==> src/rtl/vga_pkg.sv <==
`default_nettype none
// +----------------------------------------------------------------------+
// | vga_pkg: default video timing, line/frame total helper, pattern      |
// | colours shared by the timing generator and its counters.             |
// | Revision: 1.0                                                        |
// +----------------------------------------------------------------------+
package vga_pkg;

  localparam int DEF_HDISP  = 800;
  localparam int DEF_VDISP  = 480;
  localparam int DEF_HFP    = 40;
  localparam int DEF_HPULSE = 48;
  localparam int DEF_HBP    = 40;
  localparam int DEF_VFP    = 13;
  localparam int DEF_VPULSE = 3;
  localparam int DEF_VBP    = 29;

  localparam int RGB_W = 24;
  localparam logic [RGB_W-1:0] WHITE = 24'hFFFFFF;
  localparam logic [RGB_W-1:0] BLACK = 24'h000000;

  function automatic int vga_total(input int disp, input int fp, input int pulse, input int bp);
    return disp + fp + pulse + bp;
  endfunction

endpackage
`default_nettype wire

==> src/rtl/vga_timing_gen_if.sv <==
`default_nettype none
// +----------------------------------------------------------------------+
// | vga_timing_gen_if: video output bundle (CLK, HS, VS, BLANK, RGB and  |
// | frame marker) between the timing generator and its sink.             |
// | Revision: 1.0                                                        |
// +----------------------------------------------------------------------+
interface vga_timing_gen_if;
  import vga_pkg::*;

  logic             video_CLK;
  logic             video_HS;
  logic             video_VS;
  logic             video_BLANK;
  logic [RGB_W-1:0] video_RGB;
  logic             frame_start;

  modport master (
    output video_CLK, video_HS, video_VS, video_BLANK, video_RGB, frame_start
  );

  modport slave (
    input video_CLK, video_HS, video_VS, video_BLANK, video_RGB, frame_start
  );
endinterface
`default_nettype wire

==> src/rtl/vga_counter.sv <==
`default_nettype none
// +----------------------------------------------------------------------+
// | vga_counter: enabled wrap-around counter 0..MAX-1 with a wrap strobe |
// | that is high on the enabled cycle leaving MAX-1.                     |
// | Revision: 1.0                                                        |
// +----------------------------------------------------------------------+
module vga_counter #(
  parameter int MAX = 288,
  parameter int W   = 9
) (
  input  wire logic         clk,
  input  wire logic         rst,
  input  wire logic         en_i,
  output logic [W-1:0]      cnt_o,
  output logic              wrap_o
);

  localparam logic [W-1:0] LAST = W'(MAX - 1);

  logic [W-1:0] cnt_q, cnt_d;
  logic         at_last;

  assign at_last = (cnt_q == LAST);

  always_comb begin
    cnt_d = cnt_q;
    if (en_i) begin
      cnt_d = at_last ? '0 : cnt_q + W'(1);
    end
  end

  always_ff @(posedge clk or posedge rst) begin
    if (rst) begin
      cnt_q <= '0;
    end else begin
      cnt_q <= cnt_d;
    end
  end

  assign cnt_o  = cnt_q;
  assign wrap_o = en_i & at_last;

endmodule
`default_nettype wire

==> src/rtl/vga_timing_gen.sv <==
`default_nettype none
// +----------------------------------------------------------------------+
// | vga_timing_gen: free-running video timing generator with registered  |
// | HS/VS/BLANK and a 16-pixel white grid test pattern.                  |
// | Revision: 1.0                                                        |
// +----------------------------------------------------------------------+
module vga_timing_gen
  import vga_pkg::*;
#(
  parameter int HDISP  = DEF_HDISP,
  parameter int VDISP  = DEF_VDISP,
  parameter int HFP    = DEF_HFP,
  parameter int HPULSE = DEF_HPULSE,
  parameter int HBP    = DEF_HBP,
  parameter int VFP    = DEF_VFP,
  parameter int VPULSE = DEF_VPULSE,
  parameter int VBP    = DEF_VBP
) (
  input  wire logic           pixel_clk,
  input  wire logic           pixel_rst,
  vga_timing_gen_if.master    video
);

  localparam int HTOTAL = vga_total(HDISP, HFP, HPULSE, HBP);
  localparam int VTOTAL = vga_total(VDISP, VFP, VPULSE, VBP);
  localparam int HW     = $clog2(HTOTAL);
  localparam int VW     = $clog2(VTOTAL);

  localparam logic [HW-1:0] H_SYNC_S = HW'(HFP);
  localparam logic [HW-1:0] H_SYNC_E = HW'(HFP + HPULSE);
  localparam logic [HW-1:0] H_ACT_S  = HW'(HFP + HPULSE + HBP);
  localparam logic [VW-1:0] V_SYNC_S = VW'(VFP);
  localparam logic [VW-1:0] V_SYNC_E = VW'(VFP + VPULSE);
  localparam logic [VW-1:0] V_ACT_S  = VW'(VFP + VPULSE + VBP);

  logic [HW-1:0] hcnt;
  logic [VW-1:0] vcnt;
  logic          h_wrap;
  logic          v_wrap_unused;

  vga_counter #(.MAX(HTOTAL), .W(HW)) u_hcnt (
    .clk    (pixel_clk),
    .rst    (pixel_rst),
    .en_i   (1'b1),
    .cnt_o  (hcnt),
    .wrap_o (h_wrap)
  );

  vga_counter #(.MAX(VTOTAL), .W(VW)) u_vcnt (
    .clk    (pixel_clk),
    .rst    (pixel_rst),
    .en_i   (h_wrap),
    .cnt_o  (vcnt),
    .wrap_o (v_wrap_unused)
  );

  logic             hs_d, vs_d, blank_d, fs_d;
  logic [RGB_W-1:0] rgb_d;
  logic             hs_q, vs_q, blank_q, fs_q;
  logic [RGB_W-1:0] rgb_q;
  logic             act;
  logic [3:0]       x_lsb, y_lsb;

  // Only the low nibble of x/y matters for the grid, so subtract on 4 bits.
  always_comb begin
    act     = (hcnt >= H_ACT_S) && (vcnt >= V_ACT_S);
    x_lsb   = hcnt[3:0] - H_ACT_S[3:0];
    y_lsb   = vcnt[3:0] - V_ACT_S[3:0];
    hs_d    = ~((hcnt >= H_SYNC_S) && (hcnt < H_SYNC_E));
    vs_d    = ~((vcnt >= V_SYNC_S) && (vcnt < V_SYNC_E));
    blank_d = act;
    rgb_d   = (act && ((x_lsb == 4'd0) || (y_lsb == 4'd0))) ? WHITE : BLACK;
    fs_d    = act && (hcnt == H_ACT_S) && (vcnt == V_ACT_S);
  end

  always_ff @(posedge pixel_clk or posedge pixel_rst) begin
    if (pixel_rst) begin
      hs_q    <= 1'b1;
      vs_q    <= 1'b1;
      blank_q <= 1'b0;
      rgb_q   <= BLACK;
      fs_q    <= 1'b0;
    end else begin
      hs_q    <= hs_d;
      vs_q    <= vs_d;
      blank_q <= blank_d;
      rgb_q   <= rgb_d;
      fs_q    <= fs_d;
    end
  end

  assign video.video_CLK   = pixel_clk;
  assign video.video_HS    = hs_q;
  assign video.video_VS    = vs_q;
  assign video.video_BLANK = blank_q;
  assign video.video_RGB   = rgb_q;
  assign video.frame_start = fs_q;

endmodule
`default_nettype wire

==> src/flat_wrapper.sv <==
// flat-port wrapper written by rule: the top's interface ports become plain ports
module vga_timing_gen_flat import vga_pkg::*;
#(
  parameter int HDISP  = DEF_HDISP,
  parameter int VDISP  = DEF_VDISP,
  parameter int HFP    = DEF_HFP,
  parameter int HPULSE = DEF_HPULSE,
  parameter int HBP    = DEF_HBP,
  parameter int VFP    = DEF_VFP,
  parameter int VPULSE = DEF_VPULSE,
  parameter int VBP    = DEF_VBP
)
  (pixel_clk, pixel_rst, video_video_CLK, video_video_HS, video_video_VS, video_video_BLANK, video_video_RGB, video_frame_start);
  vga_timing_gen_if video_i ();
  input  wire logic pixel_clk;
  input  wire logic pixel_rst;
  output wire logic [$bits(video_i.video_CLK)-1:0] video_video_CLK;
  output wire logic [$bits(video_i.video_HS)-1:0] video_video_HS;
  output wire logic [$bits(video_i.video_VS)-1:0] video_video_VS;
  output wire logic [$bits(video_i.video_BLANK)-1:0] video_video_BLANK;
  output wire logic [$bits(video_i.video_RGB)-1:0] video_video_RGB;
  output wire logic [$bits(video_i.frame_start)-1:0] video_frame_start;
  assign video_video_CLK = video_i.video_CLK;
  assign video_video_HS = video_i.video_HS;
  assign video_video_VS = video_i.video_VS;
  assign video_video_BLANK = video_i.video_BLANK;
  assign video_video_RGB = video_i.video_RGB;
  assign video_frame_start = video_i.frame_start;
  vga_timing_gen #(.HDISP(HDISP), .VDISP(VDISP), .HFP(HFP), .HPULSE(HPULSE), .HBP(HBP), .VFP(VFP), .VPULSE(VPULSE), .VBP(VBP)) u_core (.pixel_clk(pixel_clk), .pixel_rst(pixel_rst), .video(video_i));
endmodule
==> config.mk <==
export PLATFORM = sky130hd
export DESIGN_NAME = vga_timing_gen_flat
export DESIGN_NICKNAME = d
export VERILOG_FILES = /design/src/rtl/vga_pkg.sv /design/src/rtl/vga_timing_gen_if.sv /design/src/rtl/vga_counter.sv /design/src/rtl/vga_timing_gen.sv /design/src/flat_wrapper.sv
export SDC_FILE = /design/constraint.sdc
export NUM_CORES = 1
export LEC_CHECK = 0
export BUFFER_PORTS_ARGS = -buffer_cell sky130_fd_sc_hd__clkbuf_2
export CORE_ASPECT_RATIO = 0.8
export CORE_MARGIN = 2
export CORE_UTILIZATION = 58
export DETAILED_ROUTE_END_ITERATION = 8
export GPL_TIMING_DRIVEN = 0
export PLACE_DENSITY = 0.85
export SLEW_MARGIN = 15
export SYNTH_ARGS = -nofsm -noshare
export SYNTH_HDL_FRONTEND = slang
export SYNTH_SLANG_ARGS = --single-unit
==> constraint.sdc <==
create_clock -name pixel_clk -period 4.8 [get_ports pixel_clk]
set_clock_uncertainty 0.15 [all_clocks]
set_input_delay 0.24 -clock pixel_clk [delete_from_list [all_inputs] [get_ports pixel_clk]]
set_output_delay 0.24 -clock pixel_clk [all_outputs]
set_load 0.005 [all_outputs]
==> summary.md <==
| Metric | Value |
|---|---|
| Status | `completed` |
| Post-route insts no fill | `roughly 240` |
| Crit. End Element | `output pin` |
| Final antenna-violating net count | `0` |
| Global-route wire length before repair | `about 4800 um` |
| Net Sw Frac | `0.2146` |
| Kind of cell adding the most delay to the critical path | `buffers and inverters` |
| Final #Nets | `~210` |
| Drt wl/cell | `12.72 um` |
| Syn_area_per_cell | `9.419 sq um` |
| Commonest non-fill, non-tap cell in the layout | `clkbuf_2` |
| Combinational power share | `0.013` |
| Chip width | `61.52 um` |
| Netlist Area Pre-Place | `0.001535 sq mm` |
| Initial core utilization | `0.6184` |
| Vias after detailed routing | `1276` |
| Total of max-cap violations | `0` |
| Total grt overflow | `0` |
| Max stage delay cell, worst path | `clkbuf_4` |
| Vias per cell | `5.384` |
| Post-Synthesis Cells | `between 150 and 200` |
| Cell chain of the critical path | `clkbuf_4, clkbuf_4, buf_4, clkbuf_2` |
| Vias in the first global route | `1126` |
| Tot GR Track Use | `0.2105` |
| Core footprint | `0.002482 sq mm` |
| Placed Area | `~0.0017 sq mm` |
| Clk slew on worst S/H paths | `0.13 ns` |
| Int Pwr | `0.2870 mW` |
| Die height | `approximately 50 um` |
| Antenna violations before repair | `0` |
| PortBufs | `30` |
| CP Class | `clk2out` |
| Hpwl dp | `2223 um` |
| Leak pwr | `between 0.8 and 0.9 nW` |
| Iter 0 DRT Violations | `45` |
| Pins Over Slew Limit | `0` |
| Fraction of power consumed by sequential logic | `0.577` |
| CTS tree | `done` |
| FF+latch area | `628.1 sq um` |
| YS warnings | `0` |
| GP Congestion | `0.8875` |
| Final Instance Area | `0.001789 sq mm` |
| Post-Route WL | `roughly 3000 um` |
| Clock power share | `0.410` |
| Most Frequent Cell on Critical Path | `clkbuf_4` |
| Filler cells | `203` |
| Dpl cells | `~230` |
| Largest net degree at the start of global routing | `26` |
| Power per cell area | `204.3 mW/mm^2` |
| Crit Path Max Fanout | `2` |
| Row cnt | `16` |
| DRC | `0` |
| HP Class | `reg2reg` |
| WP data arrival | `between 2 and 3 ns` |
| I/O pin count | `31` |
| Fraction of layout cells with a size suffix above 1 | `0.3483` |
| Clock latency on the worst-skew pair | `0.42 ns` |
| 1st-pass router iterations | `4` |
| Max VDD drop | `0.0001809 V` |
| Area delta synth->final | `16.54%` |
| WP buf/inv | `4` |
| Seq/Total Area, Yosys | `0.4091` |
| Mapped Nets | `172` |
| Setup violations, final | `0` |
| Area taken by multi-input logic gates | `678.2 sq um` |
| FF+latch count, synth | `25` |
| Delay of the slowest critical-path stage | `0.12 ns` |
| Die area | `0.003077 sq mm` |
| Worst-Margin Slew | `0.9189 ns` |
| # diodes | `0` |
| Setup bufs post-CTS | `0` |
| RSZ-0062 raised after global routing | `no` |
| Final Hold Vio Count | `0` |
| Netlist cell types | `38` |
| Relative slew slack | `0.3867` |
| Worst path required time | `4.41 ns` |
| Startpoint type of the worst setup path | `clock port` |
| Setup TNS | `0 ns` |
| Switching pwr | `0.07841 mW` |
| Commonest cells after routing, fill and taps aside | `clkbuf_2, buf_4, dfrtp_1` |
[kinds of logic (layout without fill, tap and decap cells)]
logic type | count (synthesis) | count (layout) | synth area share
mux | 1 | 1 | 0.006520
buf+inv | 33 | 71 | 0.1491
flops | 25 | 25 | 0.4091
simple gates | 66 | 66 | 0.2396
fa+ha+maj | 7 | 7 | 0.05705
xor+xnor | 10 | 10 | 0.05705
compound gates | 21 | 21 | 0.08151
[layer usage]
metal / routed length, um / track usage / up-vias
li1: - / - / 625
met1: 1360 / 0.2805 / 574
met2: 1305 / 0.3088 / 67
met3: 268 / 0.03675 / 10
met4: 79 / 0.1348 / 0
met5: 0 / 0 / -
[layout make-up]
type,instances,share of cell area
multi-input cells,105,0.3790
flip-flops and latches,25,0.3510
plain buffers,27,0.1154
repair buffers,30,0.08671
clock buffers,8,0.03007
well taps,36,0.02517
inverters,6,0.01259
[what timing repair did]
action / 4_1_cts / 5_1_grt
gates resized for setup: 0 / 0
hold buffers: 1 / 0
hold endpoints to repair: 23 / 0
[cell usage after synthesis]
library cell	n	area, sq um
buf_4	24	180.2
dfrtp_1	23	575.6
nand3_1	13	65.06
nand2_1	10	37.54
nor2_1	10	37.54
o21ai_0	10	50.05
xnor2_1	8	70.07
ha_1	7	87.58
nor3_1	7	35.03
inv_1	6	22.52
a21oi_1	4	20.02
nand4_1	4	25.02
nor4_1	4	25.02
a31oi_1	2	12.51
a41oi_1	2	17.52
and3b_1	2	17.52
and4_2	2	20.02
buf_6	2	22.52
dfstp_2	2	52.55
or3_1	2	12.51
xor2_1	2	17.52
a21o_1	1	7.510
a21o_2	1	8.760
a221oi_1	1	8.760
and2_1	1	6.260
and2_2	1	7.510
and3_1	1	6.260
and4_1	1	8.760
clkbuf_1	1	3.750
mux2i_1	1	10.01
nand2b_1	1	6.260
nand3b_1	1	7.510
nand4b_1	1	8.760
nor2b_1	1	6.260
nor3b_1	1	7.510
or2_4	1	8.760
or3_4	1	11.26
or4_1	1	7.510
[per-stage QoR]
| stage | worst slack, ns | power, mW | util | hold slack, ns |
|---|---|---|---|---|
| 2_1_floorplan | 1.899 | 0.2312 | - | 0.1158 |
| 3_3_place_gp | 1.811 | 0.2398 | 0.6971 | 0.2551 |
| 3_5_place_dp | 1.811 | 0.2399 | 0.6971 | 0.2551 |
| 4_1_cts | 1.553 | 0.3708 | 0.7208 | 0.3535 |
| 5_1_grt | 1.551 | 0.3790 | 0.7208 | 0.3962 |
| 6_report | 1.565 | 0.3655 | 0.7208 | 0.3486 |
[sequential cells by signal (all words and copies together) (netlist names)]
signal,count
u_core.u_vcnt.cnt_o,10
u_core.video.video_VS,1
u_core.u_hcnt.cnt_o,10
u_core.video.video_HS,1
u_core.video.frame_start,1
u_core.video.video_RGB,1
u_core.video.video_BLANK,1
[path summary, 6_finish.rpt]
check	start	to	slack, ns	depth (start not counted)
min reg2reg	u_core.u_hcnt.cnt_o[0]	u_core.u_hcnt.cnt_o[0]	0.35	1
min in group asynchronous	pixel_rst	u_core.u_vcnt.cnt_o[8]	0.38	3
min	u_core.u_hcnt.cnt_o[0]	u_core.u_hcnt.cnt_o[0]	0.35	1
max reg2reg	u_core.u_hcnt.cnt_o[1]	u_core.u_vcnt.cnt_o[6]	2.71	5
max	pixel_clk	video_video_CLK	1.57	4
max in group asynchronous	pixel_rst	u_core.u_hcnt.cnt_o[4]	3.56	3
[power by group through the flow]
stage          Clock (mW)  Sequential [mW]  Combinational (mW)
3_5_place_dp       0.0206            0.215             0.00464
4_1_cts             0.155            0.211             0.00527
6_report            0.150            0.211             0.00490
2_1_floorplan      0.0135            0.215             0.00312
5_1_grt             0.162            0.211             0.00602
3_3_place_gp       0.0206            0.215             0.00451
Note: power is estimated with default switching activity, not from simulation.
